### config.mk
export PLATFORM = sky130hd
export DESIGN_NAME = select_encode
export DESIGN_NICKNAME = d
export VERILOG_FILES = /design/src/rtl/cpu_pkg.sv /design/src/rtl/decoder_4to16.sv /design/src/rtl/select_encode.sv
export SDC_FILE = /design/constraint.sdc
export NUM_CORES = 1
export LEC_CHECK = 0
export ABC_CLOCK_PERIOD_IN_PS = 2500
export BUFFER_PORTS_ARGS = -buffer_cell sky130_fd_sc_hd__buf_2
export CORE_AREA = 2 2 81 68
export DETAILED_ROUTE_END_ITERATION = 10
export DIE_AREA = 0 0 83 70
export HOLD_SLACK_MARGIN = 0.08
export PLACE_DENSITY = 0.88
export SLEW_MARGIN = 30
export SYNTH_ARGS = -nofsm -noshare
export SYNTH_HDL_FRONTEND = slang
export SYNTH_HIERARCHICAL = 1
export SYNTH_SLANG_ARGS = --single-unit
### constraint.sdc
create_clock -name clock -period 2.5 [get_ports clock]
set_clock_uncertainty 0.05 [all_clocks]
set_input_delay 0.25 -clock clock [delete_from_list [all_inputs] [get_ports clock]]
set_output_delay 0.25 -clock clock [all_outputs]
set_load 0.005 [all_outputs]
### src/rtl/cpu_pkg.sv
// Shared definitions for the register-select encoder: FSM states, IR field
// positions and the sign-extension helper for the C constant.
package cpu_pkg;

   typedef enum logic [1:0] {
      ST_IDLE,
      ST_DECODE,
      ST_DRIVE,
      ST_DONE
   } state_t;

   typedef enum logic [1:0] {
      SEL_RA,
      SEL_RB,
      SEL_RC
   } sel_t;

   typedef enum logic [1:0] {
      DIR_NONE,
      DIR_IN,
      DIR_OUT,
      DIR_BA
   } dir_t;

   localparam int IR_W    = 32;
   localparam int FIELD_W = 4;
   localparam int RA_MSB  = 26;
   localparam int RA_LSB  = 23;
   localparam int RB_MSB  = 22;
   localparam int RB_LSB  = 19;
   localparam int RC_MSB  = 18;
   localparam int RC_LSB  = 15;
   localparam int C_W     = 19;

   function automatic logic [IR_W-1:0] sign_ext_c(input logic [C_W-1:0] c);
      return {{(IR_W-C_W){c[C_W-1]}}, c};
   endfunction

endpackage

### src/rtl/decoder_4to16.sv
// Plain 4-to-16 one-hot decoder with an enable; all-zero when disabled.
module decoder_4to16
   import cpu_pkg::*;
(
   input  logic [FIELD_W-1:0] sel,
   input  logic               en,
   output logic [15:0]        onehot
);

   always_comb begin
      onehot = '0;
      if (en) onehot[sel] = 1'b1;
   end

endmodule

### src/rtl/select_encode.sv
// Select-and-encode unit: holds the IR and turns gr*/direction strobes into a
// single one-cycle register enable (or the R0-reads-zero flag).
module select_encode
   import cpu_pkg::*;
(
   input  logic              clock,
   input  logic              clear,
   input  logic [IR_W-1:0]   bus_in,
   input  logic              ir_in,
   input  logic              gra,
   input  logic              grb,
   input  logic              grc,
   input  logic              r_in,
   input  logic              r_out,
   input  logic              ba_out,
   output logic [15:0]       r_in_en,
   output logic [15:0]       r_out_en,
   output logic              r0_zero,
   output logic [IR_W-1:0]   c_sign_extended,
   output logic              busy,
   output logic              done
);

   // Bits above Ra are opcode bits that nothing in this unit decodes, so only
   // the operand portion of the instruction word is held.
   logic [RA_MSB:0]    ir_q;
   state_t             state_q, state_d;
   sel_t               sel_q;
   dir_t               dir_q;
   logic [FIELD_W-1:0] field_q;
   logic               start;
   logic               drive_en;
   logic [15:0]        onehot;

   assign start = (gra | grb | grc) & (r_in | r_out | ba_out);

   always_ff @(posedge clock or negedge clear) begin
      if (!clear) ir_q <= '0;
      else if (ir_in) ir_q <= bus_in[RA_MSB:0];
   end

   // State register
   always_ff @(posedge clock or negedge clear) begin
      if (!clear) state_q <= ST_IDLE;
      else        state_q <= state_d;
   end

   // Next-state logic
   always_comb begin
      state_d = state_q;
      case (state_q)
         ST_IDLE:   if (start) state_d = ST_DECODE;
         ST_DECODE: state_d = ST_DRIVE;
         ST_DRIVE:  state_d = ST_DONE;
         ST_DONE:   state_d = ST_IDLE;
         default:   state_d = ST_IDLE;
      endcase
   end

   // Request capture on leaving IDLE, field capture on leaving DECODE
   always_ff @(posedge clock or negedge clear) begin
      if (!clear) begin
         sel_q   <= SEL_RA;
         dir_q   <= DIR_NONE;
         field_q <= '0;
      end else begin
         if (state_q == ST_IDLE && start) begin
            if (gra)      sel_q <= SEL_RA;
            else if (grb) sel_q <= SEL_RB;
            else          sel_q <= SEL_RC;
            if (r_in)       dir_q <= DIR_IN;
            else if (r_out) dir_q <= DIR_OUT;
            else            dir_q <= DIR_BA;
         end
         if (state_q == ST_DECODE) begin
            case (sel_q)
               SEL_RA:  field_q <= ir_q[RA_MSB:RA_LSB];
               SEL_RB:  field_q <= ir_q[RB_MSB:RB_LSB];
               default: field_q <= ir_q[RC_MSB:RC_LSB];
            endcase
         end
      end
   end

   decoder_4to16 u_dec (
      .sel    (field_q),
      .en     (drive_en),
      .onehot (onehot)
   );

   // Output logic
   always_comb begin
      r0_zero  = 1'b0;
      drive_en = 1'b0;
      r_in_en  = '0;
      r_out_en = '0;
      if (state_q == ST_DRIVE) begin
         if (dir_q == DIR_BA && field_q == '0) r0_zero = 1'b1;
         else                                  drive_en = 1'b1;
         if (dir_q == DIR_IN) r_in_en  = onehot;
         else                 r_out_en = onehot;
      end
      busy = (state_q != ST_IDLE);
      done = (state_q == ST_DONE);
   end

   assign c_sign_extended = sign_ext_c(ir_q[C_W-1:0]);

endmodule

== Word level (Yosys, flattened, before mapping) ==
Cells that the tools add are included.

* $lt $le $gt $ge: 2
* Equal/unequal tests: 7
* Mux-type cells: 18
* Bitwise operators: 5
* Reductions and logical operators: 7

{| class="wikitable"
|+ Operators with widths
! kind !! count
|-
| $mux 16 || 5
|-
| $mux 2 || 4
|-
| $pmux 2 s4 || 1
|-
| $pmux 4 s2 || 1
|-
| $eq 2x1->1 const B || 3
|-
| $eq 2x2->1 const B || 3
|-
| $mux 1 || 6
|-
| $lt 4x5->1 const B || 1
|-
| $demux 1 s4 || 1
|-
| $ge 4x1->1 const B || 1
|-
| $logic_not 2->1 || 2
|-
| $logic_not 4->1 || 1
|-
| $or 1x1->1 || 4
|-
| $logic_and 1x1->1 || 3
|-
| $ne 2x2->1 const B || 1
|-
| $reduce_bool 2->1 || 1
|-
| $and 1x1->1 || 1
|}

* Register bits: 37
* Bits of input ports: 41
* Output and inout bits: 67
* Logic and storage cells: 44

== Depth between registers and ports, before layout ==
Gate-level depths: netlist of the first run.

* Word-level depth: 7
* Depth in mapped cells: 8
* Gate-level depth less buffers: 7

== Cells and area by module ==
Netlist of the first run, hierarchy kept.

{| class="wikitable"
|+ By module, submodules not included
! module !! instances !! cells an instance !! area each (sq um) !! sequential area each (sq um)
|-
| select_encode || 1 || 207 || 2115.8 || 925.9
|-
| decoder_4to16 || 1 || 23 || 117.6 || 0.0
|}

== Worst setup path before layout of the first run ==
No wires, ideal clock.

* Path type: flip-flop to output port
* Start point: register state_q[0]
* End point: output r_in_en[0]
* Arrival: 1.697 ns
* Required time: 2.200 ns
* Slack: 0.503 ns
* Stages on the path, launching flop included: 9
* Buffers on the path: 1
* Cell sequence: dfrtp_1 > inv_1 > ha_1 > buf_2 > nor2b_1 > or3b_4 > nor3_2 > nand2_1 > nor2_1

* Cells in the longest elaborated chain, start to end: 5

{| class="wikitable"
|+ Ends and longest elaborated chain
! element !! RTL line !! source
|-
| start, declared || select_encode.sv:27 || <nowiki>state_t state_q, state_d;</nowiki>
|-
| start signal, assigned || select_encode.sv:45 || <nowiki>else state_q <= state_d;</nowiki>
|-
| $eq 2x2->1 || select_encode.sv:97 || <nowiki>if (state_q == ST_DRIVE) begin</nowiki>
|-
| $mux 1 || select_encode.sv:97 ||
|-
| net drive_en || select_encode.sv:32 || <nowiki>logic drive_en;</nowiki>
|-
| $mux 16 || decoder_4to16.sv:12 || <nowiki>if (en) onehot[sel] = 1'b1;</nowiki>
|-
| net onehot[0] || select_encode.sv:33 || <nowiki>logic [15:0] onehot;</nowiki>
|-
| $mux 16 || select_encode.sv:100 || <nowiki>if (dir_q == DIR_IN) r_in_en = onehot;</nowiki>
|-
| $mux 16 || select_encode.sv:97 ||
|-
| end, declared || select_encode.sv:16 || <nowiki>output logic [15:0] r_in_en,</nowiki>
|}

The timed path passes the listed nets, and every way through them passes these cells.

== Final worst setup path of the first run ==
Ends and elaborated chain as after synthesis.

==> flow_metrics.env, run 1 <==
export IMPL_grtUsageTotal_pct=15.8
export IMPL_yosys_top_cells_count="49 x nor2_1, 37 x dfrtp_1, 33 x buf_4"
export IMPL_port_buffers=102
export IMPL_die_h_microns=70
export IMPL_p_int_uw=1300
export IMPL_synth_main_ff_cell="dfrtp_1"
export IMPL_p_per_area_nw_per_um2=779
export IMPL_cp_start_kind="flip-flop"
export IMPL_syn_cell_area_sq_um=2230
export IMPL_clock_fmax_mhz=432
export IMPL_root_buffer="clkbuf_8"
export IMPL_antenna_found_initial=0
export IMPL_status="finished clean"
export IMPL_htree_levels=2
export IMPL_cts_sinks=37
export IMPL_tns_ns=0
export IMPL_cts_tree="yes"
export IMPL_diodes=0
export IMPL_slew_violations=0
export IMPL_synth_seq_cells=37
export IMPL_yosysTopAreaCell="dfrtp_1"
export IMPL_numCtsBuffers=5
export IMPL_synthArstFlopShare_pct=100
export IMPL_io_pins=108
export IMPL_synth_most_common_cell="nor2_1"
export IMPL_yosysWarnings=6
export IMPL_vias=1708
export IMPL_syn2layout_area_growth_pct=17.3
export IMPL_p_leak_uw=0.00133
export IMPL_critPathMaxFanout=4
export IMPL_cpPeakStageDelay_ns=0.42
export IMPL_post_cts_buffers=0
export IMPL_drt_iter0_drc=98
export IMPL_hp_class="in -> reg"
export IMPL_clk_path_buf_depth=2
export IMPL_holdWs_ns=0.144
export IMPL_synth_edf_count=0
export IMPL_p_switching_uw=740
export IMPL_syn_nets=276
export IMPL_gr_total_overflow=0
export IMPL_max_cap_violations=0
export IMPL_final_nets=344
export IMPL_rsz0062_at_grt="false"
export IMPL_peakVddDrop_uv=437
export IMPL_drive_gt1_share_pct=51.3
export IMPL_clock_latency_ns=0.28
export IMPL_start_util_pct=43.5
export IMPL_fillerInstances=469
export IMPL_p_clk_share_pct=20.0
export IMPL_combPwrFrac_pct=36.6
export IMPL_setup_viol_count_final=0
export IMPL_hold_viol=0
export IMPL_netlist_instances=230
export IMPL_detail_route_antenna_nets=0
export IMPL_path_cells="inv_1, ha_1, nor2b_2, or3b_4, nor3_2, nand2_1, nor2_1, buf_2"
export IMPL_dr_pass1_iters=4
export IMPL_syn_area_per_cell_sq_um=9.71
export IMPL_grt_pass1_wl_microns=7510
export IMPL_post_route_period_util_pct=92.6
export IMPL_num_rows=24
export IMPL_viasPerCell=4.71
export IMPL_slew_headroom_pct=46.3
export IMPL_dieArea_sq_um=5810
export IMPL_cp_arrival_ns=2.02
export IMPL_dp_hpwl_microns=3380
export IMPL_path_clk_slew_ns=0.07
export IMPL_regArea_sq_um=928
export IMPL_wl_per_cell_microns=12.0
export IMPL_die_x_microns=83
export IMPL_grt_max_degree=38
export IMPL_synth_cell_type_count=31
export IMPL_yosysSeqAreaShare_pct=41.5
export IMPL_cpMaxStageDelayCell="or3b_4"
export IMPL_p_seq_share_pct=43.5
export IMPL_worstPathRequired_ns=2.20
export IMPL_yosys_top_cells_area="dfrtp_1 41%, mux2_2 16%, buf_4 11%"
export IMPL_multiInputGateArea_sq_um=981
export IMPL_worstMarginPinSlew_ns=0.806
export IMPL_core_area_sq_um=5130
export IMPL_wirelength_microns=4360
export IMPL_place_congestion=0.795
export IMPL_cp_end_kind="output port"
export IMPL_power_total_uw=2040
export IMPL_synth_top_area_share_pct=41.5
export IMPL_grt_pass1_vias=1614
export IMPL_swShare_pct=36.2
export IMPL_min_period_ns=2.32
export IMPL_path_class="reg -> out"
export IMPL_drc=0
## worst max-delay path: cells and delay by family (launching register included)
| family | cells | cell delay (ns) |
|---|---|---|
| AND/OR/NAND/NOR | 5 | 0.90 |
| flip-flops | 1 | 0.40 |
| buffers and inverters | 2 | 0.25 |
| adder cells (fa/ha/maj) | 1 | 0.18 |
## flip-flops by register name (all words and copies together) (netlist names)
signal	count
state_q	2
sel_q	2
field_q	4
ir_q	27
dir_q	2
## routing by layer
metal	part of all wire, %	track usage, %	vias up
li1	-	-	850
met1	46	20.6	789
met2	47	26.6	61
met3	5.2	2.84	8
met4	1.7	5.46	0
met5	0	0	-
## logic make-up after synthesis
group           synth area share, %
simple gates                   18.0
fa+ha+maj                      2.80
mux                            18.5
buf+inv                        14.8
compound gates                 4.31
flops                          41.5
## stage by stage
| stage | cells | utilization (%) | instance area (sq um) | setup slack [ns] |
|---|---|---|---|---|
| floorplan | 230 | - | 2230 | 0.503 |
| global placement | 355 | 49.0 | 2520 | 0.405 |
| detailed placement | 355 | 49.0 | 2520 | 0.364 |
| CTS | 363 | 50.9 | 2610 | 0.0460 |
| global route | 363 | 51.0 | 2620 | 0.0222 |
| finish | 363 | 51.0 | 2620 | 0.184 |
## cells in the final DEF (no fill, tap or decap), types with 2 or more instances in the layout
cell / count
nor2_1: 49
dfrtp_2: 2
mux2i_1: 5
inv_1: 4
dfrtp_1: 35
nor2b_2: 2
nor3_2: 3
nor3_1: 3
mux2_2: 31
o22a_1: 2
buf_2: 102
o21ai_0: 6
nand3b_1: 2
clkbuf_8: 6
a21oi_1: 2
nand2b_1: 3
ha_1: 5
nand2_1: 21
## cell type report
cell class | count | share of cell area [%]
multi-input cells | 146 | 37.4
flip-flops and latches | 37 | 35.4
repair buffers | 104 | 20.2
clock buffers | 7 | 3.30
well taps | 65 | 3.10
inverters | 4 | 0.573
## final timing paths
path                                        start                     end  slack [ns]  cells after the start
max                        state_q[0]$_DFFE_PN0P_              r_in_en[0]        0.18                      8
min                                    bus_in[14]    ir_q[14]$_DFFE_PN0P_        0.14                      2
max reg2reg                state_q[0]$_DFFE_PN0P_    dir_q[0]$_DFFE_PN0P_        1.02                      5
min reg2reg                  ir_q[13]$_DFFE_PN0P_    ir_q[13]$_DFFE_PN0P_        0.45                      1
max in group asynchronous                   clear  field_q[0]$_DFFE_PN0N_        1.29                      2
min in group asynchronous                   clear     ir_q[5]$_DFFE_PN0P_        0.55                      2
## power by group through the flow
stage / sequential (uW) / clock (uW) / combinational (uW)
3_3_place_gp: 887 / 0 / 713
4_1_cts: 885 / 418 / 748
3_5_place_dp: 897 / 0 / 744
2_1_floorplan: 833 / 0 / 676
6_report: 888 / 408 / 746
5_1_grt: 915 / 447 / 834
## what timing repair did
| item | in CTS | in global routing |
|---|---|---|
| hold buffers | 1 | 0 |
| endpoints found under the hold margin | 37 | 0 |
| resized for setup | 0 | 3 |
| endpoints found under the setup margin | 0 | 10 |
No activity file was read; power rests on OpenSTA's default activity.
==> run 2, diff against run 1 <==
Settings changed: ABC_CLOCK_PERIOD_IN_PS 2500 to 2800, CORE_AREA 2 2 81 68 to 2 2 78 65, DIE_AREA 0 0 83 70 to 0 0 80 67, PLACE_DENSITY 0.88 to 0.94.
Clock period 2.5 ns to 2.8 ns, I/O delays scaled along.
==> run 2 against run 1 <==
- wire length rose by 1.2%
- flip-flop and latch count unchanged
- critical endpoint is now r_in_en[3]
- largest cell class unchanged
- sequential share of layout area is 0.14 points higher
- highest routed layer unchanged
- sequential power fell by 11%
- register-to-register slack improved by 0.30 ns
- worst setup slack improved by 0.13 ns
- final area fell by 0.67%
- first-iteration DRC count shrank 42%
- largest power group unchanged
==> flow_metrics.env, run 2 (synthesis results as in run 1) <==
export IMPL_grt_max_degree=38
export IMPL_place_congestion=0.797
export IMPL_numCtsBuffers=5
export IMPL_hold_viol=0
export IMPL_grtUsageTotal_pct=16.9
export IMPL_p_int_uw=1140
export IMPL_route_met3_wl_microns=246
export IMPL_gr_total_overflow=0
export IMPL_drt_iter0_drc=57
export IMPL_largest_reg_flops=27
export IMPL_clk_path_buf_depth=2
export IMPL_min_period_ns=2.49
export IMPL_dieArea_sq_um=5360
export IMPL_drive_gt1_share_pct=49.8
export IMPL_combPwrFrac_pct=36.8
export IMPL_wl_per_cell_microns=12.3
export IMPL_syn2layout_area_growth_pct=16.5
export IMPL_final_common_cell="buf_2"
export IMPL_tns_ns=0
export IMPL_p_clk_share_pct=19.1
export IMPL_core_area_sq_um=4510
export IMPL_slew_violations=0
export IMPL_drc=0
export IMPL_top_register="ir_q"
export IMPL_dp_hpwl_microns=3370
export IMPL_p_leak_uw=0.00133
export IMPL_cts_tree="yes"
export IMPL_start_util_pct=49.5
export IMPL_p_seq_share_pct=44.1
export IMPL_setup_viol_count_final=0
export IMPL_final_nets=344
export IMPL_post_route_util_pct=57.6
export IMPL_dr_pass1_iters=4
export IMPL_clock_latency_ns=0.28
export IMPL_htree_levels=2
export IMPL_critPathMaxFanout=9
export IMPL_viasPerCell=4.82
export IMPL_rsz0062_at_grt="false"
export IMPL_path_class="reg -> out"
export IMPL_max_cap_violations=0
export IMPL_p_switching_uw=660
export IMPL_path_clk_slew_ns=0.07
export IMPL_grt_pass1_vias=1554
export IMPL_reg_top3="ir_q x27, field_q x4"
export IMPL_antenna_found_initial=0
export IMPL_post_cts_buffers=0
export IMPL_holdWs_ns=0.179
export IMPL_status="finished clean"
export IMPL_dr_max_layer_used="met4"
export IMPL_root_buffer="clkbuf_8"
export IMPL_hp_class="in -> reg"
export IMPL_cp_start_kind="flip-flop"
export IMPL_wl_met2_microns=2080
export IMPL_vias=1731
export IMPL_worstPathRequired_ns=2.47
export IMPL_cts_sinks=37
export IMPL_diodes=0
export IMPL_port_buffers=102
export IMPL_num_rows=22
export IMPL_io_pins=108
export IMPL_mostFrequentLayoutCells="102 x buf_2, 49 x nor2_1, 37 x dfrtp_1"
export IMPL_cp_end_kind="output port"
export IMPL_p_per_area_nw_per_um2=691
export IMPL_worstMarginPinSlew_ns=0.804
export IMPL_detail_route_antenna_nets=0
export IMPL_grt_pass1_wl_microns=6910
export IMPL_wirelength_microns=4410
export IMPL_postLayoutCellArea_sq_um=2600
export IMPL_placedInstanceArea_sq_um=2510
export IMPL_clock_fmax_mhz=402
export IMPL_cp_arrival_ns=2.16
export IMPL_die_h_microns=67
export IMPL_peakVddDrop_uv=395
export IMPL_met1Wirelength_microns=2010
export IMPL_slew_headroom_pct=46.4
export IMPL_swShare_pct=36.7
export IMPL_die_x_microns=80
export IMPL_post_route_period_util_pct=88.8
[run 2: through the flow]
stage	total power, uW	worst slack [ns]	instances
5_1_grt	1930	0.116	359
6_report	1800	0.314	359
4_1_cts	1810	0.325	359
2_1_floorplan	1350	0.773	230
3_3_place_gp	1420	0.676	350
3_5_place_dp	1460	0.645	350
[run 2: power by group through the flow]
stage,sequential (uW),clock (uW),combinational [uW]
after floorplan,744,0,603
after global placement,791,0,633
after detailed placement,802,0,658
after CTS,792,357,663
after global routing,816,379,737
final,794,343,661
[run 2: layout make-up]
cell class                 instances  area [sq um]
fill                             393          1910
sequential                        37           926
multi-input combinational        146           978
clock buffer                       8          80.1
timing repair buffer             104           528
inverter                           4          15.0
tap                               60          75.1
[run 2: worst paths after layout]
kind	from	endpoint	slack, ns	cells past startpoint
worst max-delay path	field_q[1]$_DFFE_PN0N_	r_in_en[3]	0.31	8
worst min-delay path	bus_in[17]	ir_q[17]$_DFFE_PN0P_	0.18	2
worst max register to register	state_q[0]$_DFFE_PN0P_	dir_q[0]$_DFFE_PN0P_	1.32	5
worst min register to register	ir_q[9]$_DFFE_PN0P_	ir_q[9]$_DFFE_PN0P_	0.45	1
max in group asynchronous	clear	ir_q[18]$_DFFE_PN0P_	1.61	2
min in group asynchronous	clear	sel_q[0]$_DFFE_PN0P_	0.59	2
[run 2: per-layer routing]
layer  vias up  GRT usage, %
li1        856             -
met1       807          20.3
met2        61          29.9
met3         7          3.39
met4         0          6.57
met5         -             0
[run 2: what timing repair did]
item                                   4_1_cts  5_1_grt
endpoints found under the hold margin       37        0
resized for setup                            0        0
hold buffers                                 1        0
[run 2: worst max-delay path, stage by stage, from the launching register on]
cell and delay (ns):
dfrtp_1 0.50, nor4_1 0.10, and3_1 0.20, nor2b_1 0.21, or3b_4 0.43, nor2_1 0.11
nand2_1 0.09, nor2_1 0.10, buf_2 0.14
==> run 3, diff against run 2 <==
Settings changed: BUFFER_PORTS_ARGS -buffer_cell sky130_fd_sc_hd__buf_2 to -buffer_cell sky130_fd_sc_hd__buf_4, SETUP_SLACK_MARGIN set to 0.05.
==> run 3 against run 2 <==
- register-to-register slack hardly changed
- largest power group unchanged
- final area is 9.8% higher
- die area stayed put
- combinational power is 8.6% higher
- wire length is 6.6% higher
==> flow_metrics.env, run 3 (synthesis results as in run 1) <==
export IMPL_dieArea_sq_um=5360
export IMPL_multiInputGateArea_sq_um=978
export IMPL_cts_resized=0
export IMPL_path_cells="nor4_1, and3_1, nor2b_1, or3b_4, nor2_1, nand2_1, nor2_1, buf_4"
export IMPL_min_period_ns=2.50
export IMPL_start_util_pct=49.5
export IMPL_holdWs_ns=0.154
export IMPL_setup_viol_count_final=0
export IMPL_vias=1740
export IMPL_core_area_sq_um=4510
export IMPL_hold_viol=0
export IMPL_cp_end_kind="output port"
export IMPL_detail_route_antenna_nets=0
export IMPL_max_cap_violations=0
export IMPL_cp_buffers_inverters=1
export IMPL_cp_arrival_ns=2.17
export IMPL_grt_pass1_wl_microns=7420
export IMPL_dr_pass1_iters=4
export IMPL_drc=0
export IMPL_clock_fmax_mhz=401
export IMPL_peakVddDrop_uv=417
export IMPL_largest_reg_flops=27
export IMPL_hp_class="in -> reg"
export IMPL_slew_headroom_pct=61.1
export IMPL_p_per_area_nw_per_um2=652
export IMPL_place_congestion=0.816
export IMPL_cts_sinks=37
export IMPL_die_h_microns=67
export IMPL_port_buffers=102
export IMPL_gr_total_overflow=0
export IMPL_antenna_found_initial=0
export IMPL_rsz0062_at_grt="false"
export IMPL_post_route_period_util_pct=89.2
export IMPL_wirelength_microns=4700
export IMPL_final_nets=344
export IMPL_dp_hpwl_microns=3640
export IMPL_critPathMaxFanout=9
export IMPL_cpMaxStageDelayCell="dfrtp_1"
export IMPL_cpPeakStageDelay_ns=0.50
export IMPL_numCtsBuffers=5
export IMPL_root_buffer="clkbuf_8"
export IMPL_grtUsageTotal_pct=18.1
export IMPL_num_rows=22
export IMPL_worstMarginPinSlew_ns=0.581
export IMPL_worstPathRequired_ns=2.47
export IMPL_reg_top3="ir_q x27, field_q x4"
export IMPL_cts_tree="yes"
export IMPL_wl_per_cell_microns=13.1
export IMPL_final_common_cell="buf_4"
export IMPL_io_pins=108
export IMPL_drt_iter0_drc=64
export IMPL_grt_max_degree=38
export IMPL_tns_ns=0
export IMPL_drive_gt1_share_pct=49.8
export IMPL_mostFrequentLayoutCells="103 x buf_4, 49 x nor2_1, 37 x dfrtp_1"
export IMPL_status="finished clean"
export IMPL_viasPerCell=4.85
export IMPL_path_clk_slew_ns=0.07
export IMPL_worst_path_most_repeated_cell="nor2_1"
export IMPL_die_x_microns=80
export IMPL_grt_pass1_vias=1655
export IMPL_diodes=0
export IMPL_regArea_sq_um=926
export IMPL_cp_start_kind="flip-flop"
export IMPL_path_class="reg -> out"
export IMPL_clock_latency_ns=0.29
export IMPL_htree_levels=2
export IMPL_fillerInstances=374
export IMPL_slew_violations=0
export IMPL_clk_path_buf_depth=2
export IMPL_path_delay_family="simple AND/OR/NAND/NOR gates"
export IMPL_top_register="ir_q"
export IMPL_syn2layout_area_growth_pct=28.0
export IMPL_p_leak_uw=0.00139
## run 3: final timing paths
kind                                             start                endpoint  slack (ns)  cells past startpoint
worst max-delay path            field_q[1]$_DFFE_PN0N_             r_out_en[3]        0.30                      8
worst min-delay path                              r_in    dir_q[1]$_DFFE_PN0P_        0.15                      2
worst max register to register  state_q[0]$_DFFE_PN0P_    dir_q[0]$_DFFE_PN0P_        1.33                      5
worst min register to register     ir_q[3]$_DFFE_PN0P_     ir_q[3]$_DFFE_PN0P_        0.46                      1
max in group asynchronous                        clear  state_q[1]$_DFFE_PN0P_        1.94                      2
min in group asynchronous                        clear     ir_q[5]$_DFFE_PN0P_        0.45                      2
## run 3: timing repair
action                    in CTS  in global routing
hold buffers                   1                  0
hold endpoints to repair      37                  0
setup buffers                  0                  0
## run 3: per-stage QoR
stage	utilization [%]	setup slack (ns)	instance area, sq um	total power (uW)	instances
final	63.3	0.303	2860	1860	359
after global routing	63.3	0.130	2860	2010	359
after CTS	63.2	0.306	2860	1870	359
after detailed placement	61.3	0.617	2770	1520	350
after global placement	61.3	0.667	2770	1480	350
after floorplan	-	0.773	2230	1350	230
## run 3: final cells by class
| cell class | count | area share [%] |
|---|---|---|
| Inverter | 4 | 0.525 |
| Tap cell | 60 | 2.63 |
| Multi-Input combinational cell | 146 | 34.2 |
| Clock buffer | 8 | 2.80 |
| Timing Repair Buffer | 104 | 27.4 |
| Sequential cell | 37 | 32.4 |
## run 3: routing by layer
metal  track usage (%)  part of all wire [%]
met1              21.3                    42
met2              32.4                    50
met3              2.85                   5.7
met4              8.69                   2.0
met5                 0                     0
## run 3: power breakdown
part / switching (uW) / internal [uW]
clock: 174 / 177
combinational: 353 / 365
sequential: 145 / 648
